[config.mk]
export PLATFORM = sky130hd
export DESIGN_NAME = tableau_result_writer
export DESIGN_NICKNAME = d
export VERILOG_FILES = /design/src/rtl/lp_pkg.sv /design/src/rtl/fp_neg_tracker.sv /design/src/rtl/tableau_result_writer.sv
export SDC_FILE = /design/constraint.sdc
export NUM_CORES = 1
export LEC_CHECK = 0
export ABC_AREA = 1
export BUFFER_PORTS_ARGS = -buffer_cell sky130_fd_sc_hd__buf_2
export CAP_MARGIN = 20
export CORE_MARGIN = 8
export CORE_UTILIZATION = 50
export CTS_CLUSTER_SIZE = 30
export DETAILED_ROUTE_END_ITERATION = 10
export GPL_TIMING_DRIVEN = 0
export HOLD_SLACK_MARGIN = 0.05
export PLACE_DENSITY_LB_ADDON = 0.25
export SLEW_MARGIN = 20
export SYNTH_ARGS = -nofsm -noshare
export SYNTH_HDL_FRONTEND = slang
export SYNTH_HIERARCHICAL = 1
export SYNTH_SLANG_ARGS = --single-unit
[constraint.sdc]
create_clock -name clk -period 5.2 [get_ports clk]
set_clock_uncertainty 0.15 [all_clocks]
set_input_delay 0.52 -clock clk [delete_from_list [all_inputs] [get_ports clk]]
set_output_delay 0.52 -clock clk [all_outputs]
set_load 0.02 [all_outputs]
[src/rtl/lp_pkg.sv]
// ---------------------------------------------------------------------------
// lp_pkg : shared types, constants and FP sign helpers for the LP datapath.
// Revision: 1.0
// ---------------------------------------------------------------------------
`default_nettype none

package lp_pkg;

  localparam int DATA_W = 32;

  localparam logic [31:0] FP_ONE   = 32'h3F80_0000;
  localparam logic [31:0] FP_TWO   = 32'h4000_0000;
  localparam logic [31:0] FP_THREE = 32'h4040_0000;
  localparam logic [31:0] FP_FOUR  = 32'h4080_0000;

  typedef enum logic [1:0] {
    IDLE = 2'd0,
    RUN  = 2'd1,
    DONE = 2'd2
  } writer_state_t;

  // Strictly negative: -0.0 does not count.
  function automatic logic fp_is_neg(input logic [31:0] v);
    return v[31] && (v[30:0] != 31'd0);
  endfunction

  // Both operands assumed negative and non-NaN: larger magnitude wins.
  function automatic logic fp_more_neg(input logic [31:0] a, input logic [31:0] b);
    return a[30:0] > b[30:0];
  endfunction

endpackage

`default_nettype wire

[src/rtl/fp_neg_tracker.sv]
// ---------------------------------------------------------------------------
// fp_neg_tracker : running most-negative search over objective-row entries.
// Revision: 1.0
// ---------------------------------------------------------------------------
`default_nettype none

module fp_neg_tracker (
  input  logic        clk,
  input  logic        rst,
  input  logic        i_clear,
  input  logic        i_sample,
  input  logic [31:0] i_data,
  input  logic [15:0] i_col,
  input  logic        i_commit,
  output logic [15:0] o_min_col,
  output logic        o_optimal
);
  import lp_pkg::*;

  logic        r_found;
  logic [30:0] r_best_mag;
  logic [15:0] r_best_col;
  logic        w_take;

  // Strict comparison keeps the lower index on ties.
  assign w_take = i_sample && fp_is_neg(i_data) &&
                  (!r_found || fp_more_neg(i_data, {1'b1, r_best_mag}));

  always_ff @(posedge clk or posedge rst) begin
    if (rst) begin
      r_found    <= 1'b0;
      r_best_mag <= '0;
      r_best_col <= '0;
      o_min_col  <= '0;
      o_optimal  <= 1'b0;
    end else begin
      if (i_clear) begin
        r_found    <= 1'b0;
        r_best_mag <= '0;
        r_best_col <= '0;
      end else if (w_take) begin
        r_found    <= 1'b1;
        r_best_mag <= i_data[30:0];
        r_best_col <= i_col;
      end
      // A clear coinciding with commit is a zero-dimension frame.
      if (i_commit) begin
        o_optimal <= i_clear || !r_found;
        o_min_col <= (i_clear || !r_found) ? 16'd0 : r_best_col;
      end
    end
  end

endmodule

`default_nettype wire

[src/rtl/tableau_result_writer.sv]
// ---------------------------------------------------------------------------
// tableau_result_writer : writes a row-major AXI-stream frame into tableau BRAM.
// Optional objective-row pivot search under macro PIVOT_SEARCH_EN.
// Revision: 1.0
// ---------------------------------------------------------------------------
`default_nettype none

module tableau_result_writer #(
  parameter int          DATA_W    = lp_pkg::DATA_W,
  parameter int          ADDR_W    = 16,
  parameter int unsigned BASE_ADDR = 0
) (
  input  logic              clk,
  input  logic              rst,
  input  logic              start,
  input  logic [15:0]       num_rows,
  input  logic [15:0]       num_cols,
  input  logic [DATA_W-1:0] s_axis_result_tdata,
  input  logic              s_axis_result_tvalid,
  output logic              s_axis_result_tready,
  output logic [ADDR_W-1:0] bram_addr,
  output logic [DATA_W-1:0] bram_wdata,
  output logic              bram_we,
  output logic              busy,
  output logic              done
`ifdef PIVOT_SEARCH_EN
  ,
  output logic [15:0]       min_col,
  output logic              optimal
`endif
);
  import lp_pkg::*;

  writer_state_t     r_state;
  writer_state_t     w_next;
  logic [15:0]       r_rows;
  logic [15:0]       r_cols;
  logic [15:0]       r_row;
  logic [15:0]       r_col;
  logic [ADDR_W-1:0] r_addr;
  logic [ADDR_W-1:0] r_waddr;
  logic [DATA_W-1:0] r_wdata;
  logic              r_we;
  logic              w_hs;
  logic              w_last_col;
  logic              w_last_row;

  assign s_axis_result_tready = (r_state == RUN);
  assign busy                 = (r_state == RUN);
  assign done                 = (r_state == DONE);
  assign bram_addr            = r_waddr;
  assign bram_wdata           = r_wdata;
  assign bram_we              = r_we;

  assign w_hs       = s_axis_result_tvalid && (r_state == RUN);
  assign w_last_col = (r_col == r_cols - 16'd1);
  assign w_last_row = (r_row == r_rows - 16'd1);

  always_comb begin
    w_next = r_state;
    case (r_state)
      IDLE: begin
        if (start) begin
          w_next = ((num_rows != 16'd0) && (num_cols != 16'd0)) ? RUN : DONE;
        end
      end
      RUN: begin
        if (w_hs && w_last_col && w_last_row) begin
          w_next = DONE;
        end
      end
      DONE:    w_next = IDLE;
      default: w_next = IDLE;
    endcase
  end

  always_ff @(posedge clk or posedge rst) begin
    if (rst) begin
      r_state <= IDLE;
    end else begin
      r_state <= w_next;
    end
  end

  always_ff @(posedge clk or posedge rst) begin
    if (rst) begin
      r_rows  <= '0;
      r_cols  <= '0;
      r_row   <= '0;
      r_col   <= '0;
      r_addr  <= '0;
      r_waddr <= '0;
      r_wdata <= '0;
      r_we    <= 1'b0;
    end else begin
      r_we <= 1'b0;
      if ((r_state == IDLE) && start) begin
        r_rows <= num_rows;
        r_cols <= num_cols;
        r_row  <= '0;
        r_col  <= '0;
        r_addr <= ADDR_W'(BASE_ADDR);
      end
      // Address walks linearly; ADDR_W wrap is intentional.
      if (w_hs) begin
        r_we    <= 1'b1;
        r_waddr <= r_addr;
        r_wdata <= s_axis_result_tdata;
        r_addr  <= r_addr + 1'b1;
        if (w_last_col) begin
          r_col <= '0;
          r_row <= r_row + 16'd1;
        end else begin
          r_col <= r_col + 16'd1;
        end
      end
    end
  end

`ifdef PIVOT_SEARCH_EN
  logic w_clear;
  logic w_sample;
  logic w_commit;

  assign w_clear  = (r_state == IDLE) && start;
  assign w_sample = w_hs && (r_row == 16'd0) && !w_last_col;
  assign w_commit = (w_next == DONE) && (r_state != DONE);

  fp_neg_tracker u_tracker (
    .clk       (clk),
    .rst       (rst),
    .i_clear   (w_clear),
    .i_sample  (w_sample),
    .i_data    (s_axis_result_tdata[31:0]),
    .i_col     (r_col),
    .i_commit  (w_commit),
    .o_min_col (min_col),
    .o_optimal (optimal)
  );
`endif

endmodule

`default_nettype wire

-- Word-level counts from Yosys, hierarchy flattened
Index checks and enable logic that the tools add are counted.
- logic and storage cells: 42
- register bits after elaboration: 131
- input bits: 68
- output and inout bits: 52
- eq/ne operators: 6
- add/subtract/negate cells: 5
- muxes and demuxes: 12
- reductions and logical operators: 10
- operators by type and width (operator ; count):
    16-bit 2-to-1 mux ; 7
    16-bit by 1-bit adder with 16-bit output, second input constant ; 3
    16-bit equality test ; 2
    16-bit nonzero test ; 2
    16-bit by 1-bit subtractor with 16-bit output, second input constant ; 2
    2-bit 2-to-1 mux ; 3
    1-bit logical AND ; 5
    2-bit one-hot mux with 2 select lines ; 1
    2-bit by 1-bit equality test with 1-bit output, second input constant ; 1
    2-bit equality test, second input constant ; 1
    2-bit zero test ; 1
    2-bit by 1-bit inequality test with 1-bit output, second input constant ; 1
    2-bit inequality test, second input constant ; 1
    2-bit AND reduction ; 1
    2-bit nonzero test ; 1
    1-bit 2-to-1 mux ; 1

-- Longest topological paths before layout
- depth in word-level cells: 6
- gate-level depth with buffers: 16
- gate-level depth less buffers: 15

-- Worst setup path after synthesis
OpenSTA, ideal clock, no wires.
- path type: reg2reg
- start: register r_cols[0]
- end: register r_row[7]
- data required time: 4929 ps
- slack: 3106 ps
- buffers on the path: 1
- clock period less this slack: 2094 ps
- cell stages (with the launch flop): 17
- arrival: 1823 ps
- setup time: 121 ps
- cell sequence: dfrtp_1 inv_2 ha_1 inv_1 nand2_1 nand2_1 nor2_1 nand2_1 nor2_1 nand2_1 nor2_1 nand3_1 nor3_4 inv_2 buf_6 nand2_1 o21ai_2
- cells in the longest elaborated chain, start to end: 4
- RTL lines (element ; line ; text):
    from (decl) ; tableau_result_writer.sv:37 ; logic [15:0] r_cols;
    from (signal assigned) ; tableau_result_writer.sv:99 ; r_cols <= num_cols;
    16-bit by 1-bit subtractor with 16-bit output ; tableau_result_writer.sv:56 ; assign w_last_col = (r_col == r_cols - 16'd1);
    16-bit equality test ; tableau_result_writer.sv:56 ;
    16-bit 2-to-1 mux ; tableau_result_writer.sv:110 ; if (w_last_col) begin
    16-bit 2-to-1 mux ; tableau_result_writer.sv:105 ; if (w_hs) begin
    to (signal assigned) ; tableau_result_writer.sv:112 ; r_row <= r_row + 16'd1;
    to (decl) ; tableau_result_writer.sv:38 ; logic [15:0] r_row;
Every way passes these cells.
A chain may end at the register's enable or synchronous reset.

-- Worst setup path in the final report
- start: register r_cols[0]
- end: register r_col[7]
- cells in the longest elaborated chain, start to end: 4
- RTL lines (element ; line ; text):
    16-bit by 1-bit subtractor with 16-bit output ; tableau_result_writer.sv:56 ;
    16-bit equality test ; tableau_result_writer.sv:56 ;
    16-bit 2-to-1 mux ; tableau_result_writer.sv:110 ;
    16-bit 2-to-1 mux ; tableau_result_writer.sv:105 ;
    to (signal assigned) ; tableau_result_writer.sv:114 ; r_col <= r_col + 16'd1;
    to (decl) ; tableau_result_writer.sv:39 ; logic [15:0] r_col;
Every way passes these cells.

==> qor.txt <==
1st-iter DRT viols: 396
Die ar.: 18300 µm²
Worst Setup End Kind: register
Yosys reg bits: 131
share of cells above drive strength 1: 15.9%
synthesized cell area: 7110 µm²
Filler cells: 1294
slew margin rel.: 50.3%
min cycle time layout: 2.61 ns
Starting Density: 51.2%
Post-synth EDFFs: 0
commonest non-fill, non-tap cell in the layout: nand2_1
Die X: 135 µm
Peak Freq: 384 MHz
worst r2r src: r_cols[0]
DP Worst Slack: 2.65 ns
fin util: 61.6%
Core Region: 13900 µm²
CTS Hold Bufs: 1
Peak VDD IR: 0.000343 V
reg2reg setup slack: 2.59 ns
register area share after synthesis: 46.1%
CTS root buf: clkbuf_16
Final Max Tran Viols: 0
Diodes inserted: 0
Pleak: 4.38 nW
# setup viols final: 0
power share of the clock group: 26.3%
Top FF cell, synth: dfrtp_1
Num CTS Buffers: 17
Final GP Congestion: 0.891
RSZ-0062 raised after global routing: no
Hold Crit Class: in2reg
distinct cell type count after synthesis: 37
most frequent cells in the layout: nand2_1 (357), dfrtp_1 (131), buf_2 (120)
Overall Global Routing Usage: 20.5%
# nets final: 1169
Int Pwr: 2.61 mW
initial antenna violation count: 0
WHS Endpoint: bram_wdata[24]
die height: 135 µm
vias in the first global route: 6247
required time of the critical path: 5.33 ns
NetSw: 1.88 mW
crit path DAT: 2.74 ns
Logic pwr share: 39.1%
met3 Use GR: 7.16%
DRC: 0
Fin Hold WS: 0.137 ns
Worst Slack Setup Final: 2.59 ns
Sink Count: 131
Layout area overhead: 20.4%
H-tree Lvls: 4
Hold Startpoint: s_axis_result_tdata[24]
row count: 43
PortBufs: 119
cells resized by post-CTS repair: 0
Post-Syn Instances: 956
asr flop ratio synth: 100%
antenna-violating nets left: 0
crit path kind: reg2reg
reg-to-reg endpoint: r_col[7]
worst-case clock buffer depth: 2
CP Max Fanout: 10
hold depth: 3
syn_area_per_cell: 7.44 µm²
Post-Layout Cell Count: 1289
max-cap viol count: 0
Flop pwr share: 34.7%
Net Sw Frac: 41.9%
Hold Fails Final Rpt: 0
setup total negative slack: 0 ns
first-pass GRT wire length: 30200 µm
met2 Use GR: 31.3%
Pre-antenna DRT Iters: 5
Final period util: 50.1%
Final Routed Wirelength: 18200 µm
clk_lat worst skew: 0.42 ns
grt met1 use: 27.1%
worst slew pin tran: 0.739 ns
Wirelength per Cell: 14.1 µm
status: complete, no violations
yosys warns: 6
CP Launch Type: register
vias: 6501
power density over cell area: 524 nW/µm²
largest net degree at the start of global routing: 74
Setup Buffers After CTS: 0
Via density: 5.04
placed cells: 1256
cells on worst reg2reg path: 12
Top Usage Layer GRT: met2
grt ovf: 0
DP HPWL: 13800 µm
syn nets: 1029
clk slew on worst S/H paths: 0.06 ns
io pins: 120
CTS tree: built
worst max path at each step:
stage	start	end
2_1_floorplan	rst	bram_addr[0]
3_3_place_gp	rst	r_cols[10]
3_5_place_dp	r_cols[0]	r_col[5]
4_1_cts	r_cols[0]	r_col[7]
5_1_grt	r_cols[0]	r_col[10]
6_report	r_cols[0]	r_col[7]
cell type report:
class	count	area [µm²]	area share [%]
buffer	29	129	1.51
sequential	131	3280	38.3
tap	180	225	2.63
clock buffer	19	433	5.06
inverter	105	402	4.69
multi-input combinational	691	3310	38.7
clock inverter	13	149	1.74
timing repair buffer	121	633	7.40
layer usage:
| metal | routed length (µm) | vias up |
|---|---|---|
| met1 | 8480 | 2978 |
| met4 | 238 | 0 |
| met2 | 8100 | 200 |
| met3 | 1410 | 17 |
| met5 | 0 | - |
| li1 | - | 3306 |
logic make-up (layout without fill, tap and decap cells):
group / after synthesis / after routing / share of synthesized area, %
DFF: 131 / 131 / 46.1
AOI/OAI and AO/OA: 101 / 101 / 8.01
xor gates and xnor gates: 54 / 54 / 6.85
adders and majority gates: 5 / 5 / 0.880
buffers and inverters: 134 / 287 / 7.36
and+or+nand+nor: 531 / 531 / 30.8
state kept, by name, summed over array words and instances, names as in the netlist:
register	count
bram_wdata	32
bram_addr	16
r_addr	16
r_state	2
r_cols	16
bram_we	1
r_rows	16
r_row	16
r_col	16
power groups by stage:
stage,clock network (mW),registers (mW),logic (mW)
after floorplan,0,1.69,1.09
after global placement,0,1.56,1.71
after detailed placement,0,1.55,1.76
after CTS,1.20,1.55,1.77
after global routing,1.25,1.60,1.98
final,1.18,1.56,1.75
metrics by stage:
step                total power [mW]  instance area (µm²)
global placement                3.27                 7930
detailed placement              3.31                 7970
CTS                             4.52                 8560
floorplan                       2.78                 7110
finish                          4.49                 8560
global route                    4.83                 8560
critical path, cell delays in order (launching register included):
cell and delay [ns]:
dfrtp_1 0.39, inv_2 0.11, ha_1 0.21, nand2_2 0.14
o21ai_1 0.21, nand2_1 0.07, nand2_1 0.06, nand2_1 0.05
nor2_1 0.18, nand3_1 0.25, o21ai_1 0.33, buf_4 0.24
o22ai_1 0.09
synthesized netlist by cell type, types with 2 or more instances:
cell type | count | share of area (%)
a21oi_1 | 7 | 0.49
a22oi_1 | 3 | 0.32
a31oi_1 | 3 | 0.26
buf_1 | 2 | 0.11
buf_4 | 3 | 0.32
clkbuf_1 | 22 | 1.2
dfrtp_1 | 131 | 46
ha_1 | 5 | 0.88
inv_1 | 99 | 5.2
inv_2 | 6 | 0.32
nand2_1 | 357 | 19
nand2_2 | 2 | 0.18
nand3_1 | 49 | 3.4
nand3b_1 | 2 | 0.21
nand4_1 | 13 | 1.1
nor2_1 | 75 | 4.0
nor2_2 | 2 | 0.18
nor2_4 | 2 | 0.32
nor3_1 | 11 | 0.77
nor4_1 | 14 | 1.2
o21ai_0 | 51 | 3.6
o21ai_1 | 14 | 0.99
o21ai_2 | 6 | 0.74
o22ai_1 | 12 | 1.1
o32ai_1 | 2 | 0.25
xnor2_1 | 12 | 1.5
xor2_1 | 41 | 5.1
Power figures use the tool's default switching activity.
